**src/rtl/read_in_pkg.sv**
```systemverilog
// read_in_pkg: definitions shared by the bank-A read path and the write path.
//   rd_state_e        run-controller state encoding (IDLE / READ / DRAIN)
//   ROW_WIDTH         bits per SRAM row (ARRAY_SIZE * OUTPUT_DATA_WIDTH)
//   SRAM_RD_ON/OFF    levels of the active-low SRAM read strobe
package read_in_pkg;

  localparam int ARRAY_SIZE        = 8;
  localparam int OUTPUT_DATA_WIDTH = 16;
  localparam int ROW_WIDTH         = ARRAY_SIZE * OUTPUT_DATA_WIDTH;

  typedef enum logic [1:0] {
    ST_IDLE  = 2'd0,
    ST_READ  = 2'd1,
    ST_DRAIN = 2'd2
  } rd_state_e;

  localparam logic SRAM_RD_ON  = 1'b0;
  localparam logic SRAM_RD_OFF = 1'b1;

endpackage

```
**src/rtl/read_in_if.sv**
```systemverilog
// read_in_if: row stream from the read path to its consumer.
//   out_valid  row present          out_ready  consumer accepts
//   out_data   row contents         out_index  row offset within the run
//   out_last   final row of the run
// master = producer (read_in), slave = consumer.
interface read_in_if #(
  parameter int ROW_WIDTH  = read_in_pkg::ROW_WIDTH,
  parameter int ADDR_WIDTH = 6
) ();
  logic                  out_valid;
  logic                  out_ready;
  logic [ROW_WIDTH-1:0]  out_data;
  logic [ADDR_WIDTH-1:0] out_index;
  logic                  out_last;

  modport master (output out_valid, out_data, out_index, out_last, input out_ready);
  modport slave  (input out_valid, out_data, out_index, out_last, output out_ready);
endinterface

```
**src/rtl/read_in_row_fifo.sv**
```systemverilog
// read_in_row_fifo: synchronous row FIFO, DEPTH x WIDTH, simultaneous push/pop.
//   clk, srst   clock, synchronous active-high reset (clears pointers/count)
//   push_i      write wdata_i (caller never pushes into a full FIFO)
//   pop_i       drop the head entry (ignored when empty)
//   head_o      current head entry
//   count_o     occupancy 0..DEPTH
//   empty_o     occupancy == 0
module read_in_row_fifo #(
  parameter int DEPTH = 4,
  parameter int WIDTH = 128
) (
  input  logic                     clk,
  input  logic                     srst,
  input  logic                     push_i,
  input  logic [WIDTH-1:0]         wdata_i,
  input  logic                     pop_i,
  output logic [WIDTH-1:0]         head_o,
  output logic [$clog2(DEPTH):0]   count_o,
  output logic                     empty_o
);
  localparam int PW = $clog2(DEPTH);
  localparam logic [PW-1:0] PTR_ONE = PW'(1);
  localparam logic [PW:0]   CNT_ONE = (PW + 1)'(1);

  logic [WIDTH-1:0] mem_q [DEPTH];
  logic [PW-1:0]    wr_ptr_q, rd_ptr_q;
  logic [PW:0]      count_q;
  logic             pop_en;

  assign pop_en  = pop_i & (count_q != '0);
  assign head_o  = mem_q[rd_ptr_q];
  assign count_o = count_q;
  assign empty_o = (count_q == '0);

  // Storage carries no reset; only the pointers define what is valid.
  always_ff @(posedge clk) begin
    if (push_i) mem_q[wr_ptr_q] <= wdata_i;
  end

  always_ff @(posedge clk) begin
    if (srst) begin
      wr_ptr_q <= '0;
      rd_ptr_q <= '0;
      count_q  <= '0;
    end else begin
      if (push_i) wr_ptr_q <= wr_ptr_q + PTR_ONE;
      if (pop_en) rd_ptr_q <= rd_ptr_q + PTR_ONE;
      case ({push_i, pop_en})
        2'b10:   count_q <= count_q + CNT_ONE;
        2'b01:   count_q <= count_q - CNT_ONE;
        default: count_q <= count_q;
      endcase
    end
  end

endmodule

```
**src/rtl/read_in.sv**
```systemverilog
// read_in: streams a run of consecutive bank-A SRAM rows to a consumer.
//   clk, srst                      clock, synchronous active-high reset
//   start, base_addr, row_count    run request (sampled only while idle)
//   busy, done                     run in progress / one-cycle completion pulse
//   sram_read_enable_a0            active-low read strobe (registered)
//   sram_raddr_a, sram_rdata_a     SRAM read address (registered) / read data
//   out_if                         row stream (valid/ready, data, index, last)
// Reads are issued ahead of the consumer and land in a small row FIFO two
// cycles later; issue is throttled so FIFO + in-flight rows never exceed
// FIFO_DEPTH.
module read_in
  import read_in_pkg::*;
#(
  parameter int ARRAY_SIZE        = 8,
  parameter int OUTPUT_DATA_WIDTH = 16,
  parameter int ADDR_WIDTH        = 6,
  parameter int FIFO_DEPTH        = 4
) (
  input  logic                                    clk,
  input  logic                                    srst,
  input  logic                                    start,
  input  logic [ADDR_WIDTH-1:0]                   base_addr,
  input  logic [ADDR_WIDTH:0]                     row_count,
  output logic                                    busy,
  output logic                                    done,
  output logic                                    sram_read_enable_a0,
  output logic [ADDR_WIDTH-1:0]                   sram_raddr_a,
  input  logic [ARRAY_SIZE*OUTPUT_DATA_WIDTH-1:0] sram_rdata_a,
  read_in_if.master                               out_if
);
  localparam int RW = ARRAY_SIZE * OUTPUT_DATA_WIDTH;
  localparam int AW = ADDR_WIDTH;
  localparam int CW = $clog2(FIFO_DEPTH) + 1;
  localparam logic [AW:0]   CNT_ONE = (AW + 1)'(1);
  localparam logic [AW-1:0] IDX_ONE = AW'(1);
  localparam logic [CW:0]   DEPTH_C = (CW + 1)'(FIFO_DEPTH);

  rd_state_e     state_q;
  logic [AW-1:0] base_q, raddr_q, idx_q;
  logic [AW:0]   count_q, issued_q;
  logic          v1_q, v2_q, ren_q, busy_q, done_q;

  logic [CW-1:0] fifo_count;
  logic [RW-1:0] fifo_head;
  logic          fifo_empty;
  logic          pop_d, issue_d, last_d;
  logic [CW:0]   occ_d;

  assign pop_d  = ~fifo_empty & out_if.out_ready;
  assign last_d = (({1'b0, idx_q} + CNT_ONE) == count_q);

  // Rows that will occupy the FIFO after this edge: stored + strobed (v1) +
  // sampled (v2) - the one leaving now. A new read is only issued if it fits.
  assign occ_d   = {1'b0, fifo_count} + {{CW{1'b0}}, v1_q} + {{CW{1'b0}}, v2_q}
                 - {{CW{1'b0}}, pop_d};
  assign issue_d = (state_q == ST_READ) && (issued_q < count_q) && (occ_d < DEPTH_C);

  read_in_row_fifo #(
    .DEPTH (FIFO_DEPTH),
    .WIDTH (RW)
  ) u_row_fifo (
    .clk     (clk),
    .srst    (srst),
    .push_i  (v2_q),
    .wdata_i (sram_rdata_a),
    .pop_i   (pop_d),
    .head_o  (fifo_head),
    .count_o (fifo_count),
    .empty_o (fifo_empty)
  );

  always_ff @(posedge clk) begin
    if (srst) begin
      state_q  <= ST_IDLE;
      base_q   <= '0;
      count_q  <= '0;
      issued_q <= '0;
      idx_q    <= '0;
      v1_q     <= 1'b0;
      v2_q     <= 1'b0;
      ren_q    <= SRAM_RD_OFF;
      raddr_q  <= '0;
      busy_q   <= 1'b0;
      done_q   <= 1'b0;
    end else begin
      done_q <= 1'b0;
      v1_q   <= issue_d;
      v2_q   <= v1_q;
      if (issue_d) begin
        ren_q    <= SRAM_RD_ON;
        raddr_q  <= base_q + issued_q[AW-1:0];  // wraps modulo 2^AW
        issued_q <= issued_q + CNT_ONE;
      end else begin
        ren_q <= SRAM_RD_OFF;
      end
      if (pop_d) idx_q <= idx_q + IDX_ONE;

      case (state_q)
        ST_IDLE: begin
          if (start) begin
            if (row_count != '0) begin
              base_q   <= base_addr;
              count_q  <= row_count;
              issued_q <= '0;
              idx_q    <= '0;
              busy_q   <= 1'b1;
              state_q  <= ST_READ;
            end else begin
              done_q <= 1'b1;  // empty run: acknowledge without SRAM access
            end
          end
        end
        ST_READ: begin
          if (issued_q == count_q) state_q <= ST_DRAIN;
        end
        ST_DRAIN: begin
          if (pop_d && last_d) begin
            state_q <= ST_IDLE;
            busy_q  <= 1'b0;
            done_q  <= 1'b1;
          end
        end
        default: state_q <= ST_IDLE;
      endcase
    end
  end

  assign busy                = busy_q;
  assign done                = done_q;
  assign sram_read_enable_a0 = ren_q;
  assign sram_raddr_a        = raddr_q;

  // Data is forced to zero when empty so stale FIFO contents never show.
  assign out_if.out_valid = ~fifo_empty;
  assign out_if.out_data  = fifo_empty ? '0 : fifo_head;
  assign out_if.out_index = idx_q;
  assign out_if.out_last  = ~fifo_empty & last_d;

endmodule

```
**src/flat_wrapper.sv**
```systemverilog
// flat-port wrapper written by rule: the top's interface ports become plain ports
module read_in_flat import read_in_pkg::*;
#(
  parameter int ARRAY_SIZE        = 8,
  parameter int OUTPUT_DATA_WIDTH = 16,
  parameter int ADDR_WIDTH        = 6,
  parameter int FIFO_DEPTH        = 4
)
  (clk, srst, start, base_addr, row_count, busy, done, sram_read_enable_a0, sram_raddr_a, sram_rdata_a, out_if_out_valid, out_if_out_data, out_if_out_index, out_if_out_last, out_if_out_ready);
  read_in_if #(.ROW_WIDTH((128)), .ADDR_WIDTH(ADDR_WIDTH)) out_if_i ();
  input  logic clk;
  input  logic srst;
  input  logic start;
  input  logic [ADDR_WIDTH-1:0] base_addr;
  input  logic [ADDR_WIDTH:0] row_count;
  output logic busy;
  output logic done;
  output logic sram_read_enable_a0;
  output logic [ADDR_WIDTH-1:0] sram_raddr_a;
  input  logic [ARRAY_SIZE*OUTPUT_DATA_WIDTH-1:0] sram_rdata_a;
  output wire logic [$bits(out_if_i.out_valid)-1:0] out_if_out_valid;
  output wire logic [$bits(out_if_i.out_data)-1:0] out_if_out_data;
  output wire logic [$bits(out_if_i.out_index)-1:0] out_if_out_index;
  output wire logic [$bits(out_if_i.out_last)-1:0] out_if_out_last;
  input wire logic [$bits(out_if_i.out_ready)-1:0] out_if_out_ready;
  assign out_if_out_valid = out_if_i.out_valid;
  assign out_if_out_data = out_if_i.out_data;
  assign out_if_out_index = out_if_i.out_index;
  assign out_if_out_last = out_if_i.out_last;
  assign out_if_i.out_ready = out_if_out_ready;
  read_in #(.ARRAY_SIZE(ARRAY_SIZE), .OUTPUT_DATA_WIDTH(OUTPUT_DATA_WIDTH), .ADDR_WIDTH(ADDR_WIDTH), .FIFO_DEPTH(FIFO_DEPTH)) u_core (.clk(clk), .srst(srst), .start(start), .base_addr(base_addr), .row_count(row_count), .busy(busy), .done(done), .sram_read_enable_a0(sram_read_enable_a0), .sram_raddr_a(sram_raddr_a), .sram_rdata_a(sram_rdata_a), .out_if(out_if_i));
endmodule
```
**config.mk**
```make
export PLATFORM = sky130hd
export DESIGN_NAME = read_in_flat
export DESIGN_NICKNAME = d
export VERILOG_FILES = /design/src/rtl/read_in_pkg.sv /design/src/rtl/read_in_if.sv /design/src/rtl/read_in_row_fifo.sv /design/src/rtl/read_in.sv /design/src/flat_wrapper.sv
export SDC_FILE = /design/constraint.sdc
export NUM_CORES = 1
export LEC_CHECK = 0
export CORE_UTILIZATION = 50
export DETAILED_ROUTE_END_ITERATION = 8
export PLACE_DENSITY = 0.76
export SLEW_MARGIN = 20
export SYNTH_ARGS = -nofsm -noshare
export SYNTH_HDL_FRONTEND = slang
export SYNTH_HIERARCHICAL = 1
export SYNTH_SLANG_ARGS = --single-unit
```
**constraint.sdc**
```tcl
create_clock -name clk -period 4.3 [get_ports clk]
set_clock_uncertainty 0.1 [all_clocks]
set_input_delay 0.645 -clock clk [delete_from_list [all_inputs] [get_ports clk]]
set_output_delay 0.645 -clock clk [all_outputs]
set_load 0.05 [all_outputs]
```
==> results of run 1 <==
-- worst paths after layout --
check	start	end	slack, ns	depth (start not counted)
max	u_core/out_if.out_index[0]$_SDFF_PP0_	out_if_out_last	0.32	5
min	u_core/sram_raddr_a[4]$_SDFFE_PP0P_	u_core/sram_raddr_a[4]$_SDFFE_PP0P_	0.37	2
max reg2reg	u_core/u_row_fifo/count_o[1]$_SDFFE_PP0P_	u_core/issued_q[4]$_SDFF_PP0_	1.10	11
min reg2reg	u_core/sram_raddr_a[4]$_SDFFE_PP0P_	u_core/sram_raddr_a[4]$_SDFFE_PP0P_	0.37	2
-- routing by layer --
layer  vias to the layer above  GRT usage [%]  routed length [um]
met2                       374          33.48               21770
met4                         6          6.622                 959
met3                        63          6.201                3808
li1                       5081              -                   -
met5                         -              0                  49
met1                      5684          25.44               17500
-- cell type report --
type,instances,area share [%]
Timing Repair Buffer,313,11.80
Clock buffer,69,5.365
Inverter,27,0.3696
Tap cell,585,2.669
Sequential cell,560,59.59
Clock inverter,35,1.282
Antenna cell,4,0.03650
Multi-Input combinational cell,478,18.88
-- cell usage after synthesis (2+ instances only) --
cell type  number  area (sq um)
o21ai_0        17         85.08
nor2b_1       130         813.3
inv_1          27         101.4
mux2i_1         7         70.07
buf_2          14         70.07
nand3_1        13         65.06
a31oi_1         2         12.51
or4_1           4         30.03
fa_1            2         40.04
nand2b_1        3         18.77
dfxtp_1        48         960.9
nor3_1          6         30.03
or2_2           2         12.51
xnor2_1        12         105.1
nor2_1         37         138.9
a211oi_1        2         15.01
edfxtp_1      512         15370
buf_6           4         45.04
clkbuf_1       22         82.58
and3_1          3         18.77
nor4_1          2         12.51
nand4_1         2         12.51
xor2_1          7         61.31
ha_1           22         275.3
and2_1          6         37.54
a21oi_1        32         160.2
buf_12         10         200.2
o2111ai_1       2         17.52
o31ai_1         6         45.04
mux4_2        128          2883
or3_1           6         37.54
nand2_1        12         45.04
a21o_1          3         22.52
-- sequential cells by signal, indices dropped and copies added (netlist names), 2 cells and up, named ones only --
name,cells
u_core/u_row_fifo/wr_ptr_q,2
u_core/u_row_fifo/count_o,3
u_core/count_q,7
u_core/state_q,2
u_core/base_q,6
u_core/out_if.out_index,6
u_core/u_row_fifo/rd_ptr_q,2
u_core/u_row_fifo/mem_q,512
u_core/sram_raddr_a,6
u_core/issued_q,7
-- power by group --
part | internal (mW) | switching [mW]
sequential | 6.00 | 0.0263
combinational | 0.277 | 0.367
clock | 2.84 | 1.95
total | 9.12 | 2.34
-- logic make-up (layout without fill, tap and decap cells) --
group | after synthesis | count (layout) | share of synthesized area [%]
flip-flops | 560 | 560 | 74.26
AND/OR/NAND/NOR | 230 | 230 | 5.966
multiplexers | 135 | 135 | 13.42
buffers and inverters | 77 | 444 | 2.269
AO/OA/AOI/OAI | 70 | 70 | 1.894
adder cells (fa/ha/maj) | 24 | 24 | 1.433
XOR/XNOR | 19 | 19 | 0.7565
other | 0 | 4 | 0
-- worst register-to-register path: stages, from the launching register on --
cell	delay [ns]
dfxtp_1	0.37
nor3_2	0.31
inv_1	0.14
nand2_1	0.26
inv_1	0.22
nand2b_1	0.15
ha_1	0.26
a21oi_1	0.21
and3_1	0.22
o21ai_0	0.21
or4_1	0.53
a21oi_1	0.15
-- metrics by stage --
step / setup WS, ns / hold WS (ns) / util [%]
3_3_place_gp: 0.9315 / 0.3574 / 59.15
4_1_cts: 0.2535 / 0.3701 / 63.36
3_5_place_dp: 0.8491 / 0.3564 / 59.15
5_1_grt: 0.1847 / 0.4095 / 63.37
2_1_floorplan: 0.2180 / 0.3388 / -
6_report: 0.3221 / 0.3677 / 63.38
==> results.py, run 1 <==
metrics = {
    "finish": {
        "fin_area_sq_mm": 0.02742,
        "layout-drive-gt1-share_pct": 16.67,
        "n_fill_cell": 2969,
        "multiInputGateArea_sq_mm": 0.005179,
        "final_cell_mix": "512 x edfxtp_1, 289 x clkdlybuf4s50_1, 130 x nor2b_1, 128 x mux4_2, 57 x clkbuf_16",
        "register_area_sq_mm": 0.01634,
        "final_common_cell": "edfxtp_1",
        "area_delta_synth_final_pct": 24.66,
        "final_nets": 1605,
        "fin_cells": 2071,
    },
    "critical_path": {
        "path_max_fanout": 7,
        "critical_path_arrival_ns": 3.23,
        "crit_buf_inv": 1,
        "crit_required_ns": 3.56,
        "critPathMaxStageDelay_ns": 0.80,
        "crit_family": "simple AND/OR/NAND/NOR gates",
        "worstSetupPathType": "reg2out",
        "worstSetupStartpointType": "flop",
        "path_cells": "nand3_1 > or4b_2 > a31oi_1 > o2111a_1 > clkdlybuf4s50_1",
        "cpMaxStageDelayCell": "clkdlybuf4s50_1",
        "critPathCaptureType": "primary output",
    },
    "clock_network": {
        "clockBufferDepth": 3,
        "cts_max_level": 2,
        "hold_buffers": 0,
        "clock_latency_ns": 0.59,
        "cts_tree": "done",
        "postCtsSetupRepairBufs": 0,
        "clk_pin_slew_ns": 0.06,
        "cts-resized-gates": 0,
        "cts-root-buf": "clkbuf_16",
        "cts_made_buffers": 56,
        "cts_sinks": 560,
    },
    "power_and_ir_drop": {
        "vdd_drop_max_v": 0.0003782,
        "leakagePower_nw": 8.594,
        "power.total_mw": 11.46,
        "power_density_mw_per_mm2": 418.0,
    },
    "floorplanning": {
        "ioPinCount": 290,
        "die-area_sq_mm": 0.04484,
        "die_w_um": 211.8,
        "fp-row-count": 76,
        "coreArea_sq_mm": 0.04327,
        "start_util_pct": 50.84,
        "die_h_um": 211.8,
    },
    "placed_design": {
        "placedCellCount": 1963,
        "hpwl_mm": 25.77,
        "gp_congestion": 0.7850,
        "postPlaceCellArea_sq_mm": 0.02559,
        "port_buffers": 289,
    },
    "timing": {
        "finalSetupViolations": 0,
        "slew_violations": 0,
        "worst_slew_pin_slew_ns": 0.8345,
        "hold_viol_final": 0,
        "min_period_ns": 3.978,
        "fmax_ghz": 0.2514,
        "finalCritPeriodShare_pct": 92.51,
        "rsz0062_at_grt": "false",
        "relSlewSlack_pct": 44.36,
        "tns_ns": 0,
    },
    "synthesis": {
        "synth_edf_count": 512,
        "ys_seq_elements": 560,
        "syn_nets": 1284,
        "ys_warn_count": 6,
        "seq_area_frac_synth_pct": 74.26,
        "syn_area_per_cell_sq_um": 19.73,
        "async_flop_share_pct": 0,
        "yosysUniqueCellTypes": 43,
        "synthFlopType": "edfxtp_1",
        "syn_area_sq_mm": 0.02200,
        "syn_inst": 1115,
    },
    "global_route": {
        "grt_pass1_vias": 11863,
        "grt_pass1_wl_mm": 67.91,
        "gr-total-overflow": 0,
        "antenna_found_initial": 7,
        "grt_max_degree": 131,
        "track_usage_pct": 20.21,
    },
    "routing": {
        "drtPass1Iterations": 5,
        "first_iter_violations": 743,
        "viasPerCell": 5.412,
        "drt_drc_violations_left": 0,
        "vias": 11208,
        "drtAntennaViolNets": 0,
        "post_drt_wl_per_cell_um": 21.29,
        "wirelength_mm": 44.08,
    },
    "job": {
        "max-cap-violations": 0,
    },
    "status": {
        "status": "finished, final reports clean",
    },
    "worst_hold_path": {
        "hp-class": "reg2reg",
    },
}
Note: power is estimated with default switching activity, not from simulation.
==> run 2, diff against run 1 <==
Settings changed: CAP_MARGIN set to 30, CELL_PAD_IN_SITES_DETAIL_PLACEMENT set to 1, CELL_PAD_IN_SITES_GLOBAL_PLACEMENT set to 2, CORE_UTILIZATION 50 to 38, PLACE_DENSITY 0.76 to 0.77.
==> results.py, run 2 (synthesized netlist as in run 1, its figures left out) <==
metrics = {
    "status": {
        "status": "finished, final reports clean",
    },
    "critical_path": {
        "regToRegSetupSlack_ns": 1.20,
        "path_cells": "nand3_1 > or4b_2 > a31oi_1 > o2111a_1 > clkdlybuf4s50_1",
        "r2r_cells": 12,
        "critPathCaptureType": "primary output",
        "r2r_start": "u_core/u_row_fifo/count_o[1]$_SDFFE_PP0P_",
        "crit_buf_inv": 1,
        "worstSetupPathType": "reg2out",
        "critPathMaxStageDelay_ns": 0.80,
        "path_max_fanout": 7,
        "timing.rr.end": "u_core/issued_q[4]$_SDFF_PP0_",
        "worstSetupStartpointType": "flop",
        "cpMaxStageDelayCell": "clkdlybuf4s50_1",
        "crit_family": "simple AND/OR/NAND/NOR gates",
        "critical_path_arrival_ns": 3.21,
        "crit_required_ns": 3.56,
    },
    "finish": {
        "fin_util_pct": 49.10,
        "final_nets": 1617,
        "reg_top3": "u_core/u_row_fifo/mem_q x512, u_core/count_q x7, u_core/issued_q x7",
        "n_fill_cell": 5327,
        "largest_reg_flops": 512,
        "final_cell_mix": "512 x edfxtp_1, 289 x clkdlybuf4s50_1, 130 x nor2b_1, 128 x mux4_2, 61 x clkbuf_16",
        "top_register": "u_core/u_row_fifo/mem_q",
        "final_common_cell": "edfxtp_1",
        "multiInputGateArea_sq_mm": 0.005182,
        "register_area_sq_mm": 0.01634,
        "area_delta_synth_final_pct": 26.83,
        "layout-drive-gt1-share_pct": 17.77,
    },
    "timing": {
        "finalCritPeriodShare_pct": 92.00,
        "min_period_ns": 3.956,
        "fmax_ghz": 0.2528,
        "tns_ns": 0,
        "hold_viol_final": 0,
        "relSlewSlack_pct": 36.74,
        "finalSetupViolations": 0,
        "rsz0062_at_grt": "false",
        "worst_slew_pin_slew_ns": 0.9489,
        "slew_violations": 0,
    },
    "worst_hold_path": {
        "min_from": "u_core/v1_q$_SDFF_PP0_",
        "hp-class": "reg2reg",
        "worstHoldEndpoint": "u_core/v2_q$_SDFF_PP0_",
        "holdPathStages": 1,
    },
    "global_route": {
        "track_usage_pct": 17.01,
        "gr-total-overflow": 0,
        "grt_pass1_wl_mm": 75.92,
        "grt_max_degree": 131,
        "grt_pass1_vias": 12237,
        "antenna_found_initial": 10,
    },
    "clock_network": {
        "hold_buffers": 0,
        "cts-resized-gates": 0,
        "cts_sinks": 560,
        "clockBufferDepth": 3,
        "cts_tree": "done",
        "cts-root-buf": "clkbuf_16",
        "clock_latency_ns": 0.60,
        "clk_pin_slew_ns": 0.06,
        "postCtsSetupRepairBufs": 0,
        "cts_made_buffers": 60,
        "cts_max_level": 2,
    },
    "power_and_ir_drop": {
        "power_density_mw_per_mm2": 422.6,
        "vdd_drop_max_v": 0.0003175,
        "leakagePower_nw": 8.725,
    },
    "routing": {
        "drtAntennaViolNets": 0,
        "vias": 11467,
        "drtPass1Iterations": 4,
        "first_iter_violations": 561,
        "viasPerCell": 5.081,
        "drt_drc_violations_left": 0,
        "post_drt_wl_per_cell_um": 22.00,
        "wirelength_mm": 49.67,
    },
    "placed_design": {
        "gp_congestion": 0.7553,
        "hpwl_mm": 31.33,
        "port_buffers": 289,
    },
    "floorplanning": {
        "coreArea_sq_mm": 0.05682,
        "fp-row-count": 87,
        "die-area_sq_mm": 0.05886,
        "die_h_um": 242.6,
        "start_util_pct": 38.71,
        "ioPinCount": 290,
        "die_w_um": 242.6,
    },
    "job": {
        "max-cap-violations": 0,
    },
}
-- run 2: area by class of cell --
class                           count  area share (%)
Antenna cell                        4         0.03588
Clock buffer                       71           5.642
Clock inverter                     40           1.507
Multi-Input combinational cell    478           18.57
Tap cell                          756           3.390
Timing Repair Buffer              321           11.91
Sequential cell                   560           58.58
Inverter                           27          0.3632
-- run 2: metal layers --
layer	up-vias	part of all wire (%)	track usage (%)
met5	-	0.20	0
met4	16	2.1	4.477
met3	91	5.5	4.246
met2	258	50	28.51
met1	6005	42	22.09
li1	5097	-	-
-- run 2: worst max-delay path by stage --
| stage | from | endpoint | slack, ns | cells after the start |
|---|---|---|---|---|
| after global placement | out_if_out_ready | u_core/issued_q[6]$_SDFF_PP0_ | 0.97 | 10 |
| final | u_core/out_if.out_index[2]$_SDFF_PP0_ | out_if_out_last | 0.34 | 5 |
| after global routing | u_core/out_if.out_index[2]$_SDFF_PP0_ | out_if_out_last | 0.19 | 5 |
| after CTS | u_core/out_if.out_index[2]$_SDFF_PP0_ | out_if_out_last | 0.30 | 5 |
| after detailed placement | out_if_out_ready | u_core/issued_q[6]$_SDFF_PP0_ | 0.92 | 10 |
| after floorplan | u_core/u_row_fifo/wr_ptr_q[0]$_SDFFE_PP0P_ | u_core/u_row_fifo/mem_q[0][0]$_DFFE_PP_ | 0.22 | 3 |
-- run 2: worst register-to-register path: stages (launching register included) --
cell and delay, ns:
dfxtp_1 0.38, nor3_2 0.31, inv_1 0.15, nand2_1 0.24, inv_1 0.21, nand2b_1 0.14
nand2_1 0.06, ha_1 0.27, nand3_1 0.07, a21oi_1 0.19, o21ai_0 0.24, or4_1 0.52
a21oi_1 0.14
-- run 2: per-stage QoR --
stage               instances  hold WS, ns  instance area, sq um  total power, mW  setup WS, ns
finish                   2257       0.3743                 27900            11.79        0.3440
global route             2254       0.4081                 27890            12.20        0.1882
detailed placement       2142       0.3748                 25900            6.797        0.9208
CTS                      2253       0.3860                 27890            11.97        0.3028
floorplan                1115       0.3388                 22000            6.464        0.2180
global placement         2139       0.3632                 25820            6.772        0.9690
-- run 2: power by group --
group	total, mW	internal [mW]	switching, mW	leakage, nW
Clock	5.12	3.04	2.08	0.974
Combinational	0.649	0.278	0.371	2.75
Sequential	6.02	6.00	0.0264	5.00
Total	11.8	9.31	2.48	8.73
==> run 3, diff against run 2 <==
Settings changed: CORE_MARGIN set to 3.
Clock period 4.3 ns to 3.2 ns, I/O delays scaled along.
==> results.py, run 3 (synthesized netlist as in run 1, its figures left out) <==
metrics = {
    "timing": {
        "finalCritPeriodShare_pct": 99.33,
        "slew_violations": 0,
        "hold_viol_final": 0,
        "tns_ns": 0,
        "finalSetupViolations": 0,
        "min_period_ns": 3.179,
        "worst_slew_pin_slew_ns": 0.6615,
        "fmax_ghz": 0.3146,
        "relSlewSlack_pct": 55.90,
    },
    "critical_path": {
        "r2r_start": "u_core/u_row_fifo/count_o[0]$_SDFFE_PP0P_",
        "crit_required_ns": 2.62,
        "worstSetupStartpointType": "flop",
        "regToRegSetupSlack_ns": 0.28,
        "critical_path_arrival_ns": 2.60,
        "critPathCaptureType": "primary output",
        "worstSetupPathType": "reg2out",
        "r2r_cells": 12,
        "path_max_fanout": 65,
        "timing.rr.end": "u_core/issued_q[4]$_SDFF_PP0_",
    },
    "floorplanning": {
        "die_h_um": 246.6,
        "start_util_pct": 38.71,
        "fp-row-count": 87,
        "die_w_um": 246.6,
        "coreArea_sq_mm": 0.05682,
        "ioPinCount": 290,
        "die-area_sq_mm": 0.06081,
    },
    "worst_hold_path": {
        "min_from": "sram_rdata_a[13]",
        "hp-class": "in2reg",
        "worstHoldEndpoint": "u_core/u_row_fifo/mem_q[2][13]$_DFFE_PP_",
        "holdPathStages": 1,
    },
    "finish": {
        "area_delta_synth_final_pct": 25.31,
        "largest_reg_flops": 512,
        "n_fill_cell": 5328,
        "layout-drive-gt1-share_pct": 25.32,
        "reg_top3": "u_core/u_row_fifo/mem_q x512, u_core/count_q x7, u_core/issued_q x7",
        "final_nets": 1616,
        "top_register": "u_core/u_row_fifo/mem_q",
        "fin_cells": 2253,
        "final_common_cell": "edfxtp_1",
        "fin_area_sq_mm": 0.02757,
        "final_cell_mix": "512 x edfxtp_1, 161 x clkdlybuf4s50_1, 130 x buf_4, 130 x nor2b_1, 128 x mux4_2",
    },
    "placed_design": {
        "postPlaceCellArea_sq_mm": 0.02559,
        "hpwl_mm": 30.52,
        "placedCellCount": 2137,
        "gp_congestion": 0.7323,
        "port_buffers": 289,
    },
    "global_route": {
        "track_usage_pct": 16.68,
        "met1_usage_pct": 21.06,
        "grt_pass1_wl_mm": 76.47,
        "top_usage_layer": "met2",
        "grt_use_met3_pct": 3.700,
        "use_met2_pct": 29.14,
        "grt_pass1_vias": 12543,
        "grt_max_degree": 82,
        "antenna_found_initial": 4,
        "gr-total-overflow": 0,
    },
    "power_and_ir_drop": {
        "power_density_mw_per_mm2": 559.1,
        "vdd_drop_max_v": 0.0004596,
        "leakagePower_nw": 9.088,
    },
    "clock_network": {
        "clockBufferDepth": 3,
        "cts_tree": "done",
        "cts_sinks": 560,
        "cts_made_buffers": 57,
        "clk_pin_slew_ns": 0.07,
        "cts_max_level": 2,
        "cts-root-buf": "clkbuf_16",
        "hold_buffers": 0,
        "clock_latency_ns": 0.60,
    },
    "routing": {
        "wirelength_mm": 50.82,
        "drtPass1Iterations": 4,
        "viasPerCell": 5.028,
        "drtAntennaViolNets": 0,
        "vias": 11329,
        "post_drt_wl_per_cell_um": 22.56,
        "drt_drc_violations_left": 0,
        "first_iter_violations": 562,
    },
    "status": {
        "status": "finished, final reports clean",
    },
    "job": {
        "max-cap-violations": 0,
    },
}
[run 3: changes by cell type in the layout (fill, tap and decap cells not counted), moves of 4 or more]
cell	before	now
clkinv_2	12	8
dlymetal6s2s_1	0	10
buf_4	18	130
buf_12	12	17
clkdlybuf4s50_1	289	161
clkbuf_1	9	19
[run 3: power by group]
group          internal [mW]  switching, mW  total (mW)
Sequential              8.06         0.0351        8.09
Clock                   3.70           2.74        6.44
Combinational          0.367          0.510       0.878
[run 3: how the worst max path moves through the flow]
stage | from | endpoint | slack (ns) | cells after the start
3_3_place_gp | out_if_out_ready | u_core/issued_q[4]$_SDFF_PP0_ | 0.20 | 10
6_report | u_core/u_row_fifo/count_o[2]$_SDFFE_PP0P_ | out_if_out_data[127] | 0.02 | 4
5_1_grt | u_core/u_row_fifo/count_o[2]$_SDFFE_PP0P_ | out_if_out_data[127] | -0.06 | 4
4_1_cts | flop | out_if_out_data[100] | 0.007 | 4
2_1_floorplan | u_core/u_row_fifo/count_o[1]$_SDFFE_PP0P_ | u_core/issued_q[4]$_SDFF_PP0_ | 0.21 | 12
3_5_place_dp | out_if_out_ready | u_core/issued_q[6]$_SDFF_PP0_ | 0.14 | 10
[run 3: metal layers]
metal | routed length, um | vias to the layer above
met2 | 26030 | 248
li1 | - | 5093
met5 | 0 | -
met1 | 21010 | 5929
met4 | 1008 | 0
met3 | 2767 | 59
[run 3: cell type report]
type                            instances  area, sq um  share of cell area [%]
Sequential cell                       560        16340                   59.29
Multi-Input combinational cell        478         5209                   18.90
Timing Repair Buffer                  323         3132                   11.36
Clock buffer                           79         1538                   5.578
Tap cell                              756        945.9                   3.431
Clock inverter                         26        287.8                   1.044
Inverter                               27        101.3                  0.3676
Antenna cell                            4        10.01                 0.03631
[run 3: critical path: stages, from the launching register on]
cell and delay [ns]:
dfxtp_1 0.48, nor3_4 0.09, buf_16 0.19, nor2b_1 0.24
clkdlybuf4s50_1 0.83
[run 3: stage by stage]
| step | hold slack (ns) | power (mW) | setup slack [ns] | utilization (%) |
|---|---|---|---|---|
| 2_1_floorplan | 0.3388 | 8.681 | 0.2094 | - |
| 3_3_place_gp | 0.3680 | 9.096 | 0.2049 | 45.03 |
| 4_1_cts | 0.3311 | 15.66 | 0.007179 | 48.41 |
| 6_report | 0.3782 | 15.41 | 0.02146 | 48.51 |
| 3_5_place_dp | 0.3756 | 9.124 | 0.1361 | 45.03 |
| 5_1_grt | 0.3459 | 15.99 | -0.05618 | 48.51 |
[run 3: timing repair]
item                                    in CTS  in global routing
endpoints found under the setup margin     115                 31
resized for setup                            4                 18
cloned                                       1                  0
buffers inserted                             6                  0
pin swaps                                    1                  0
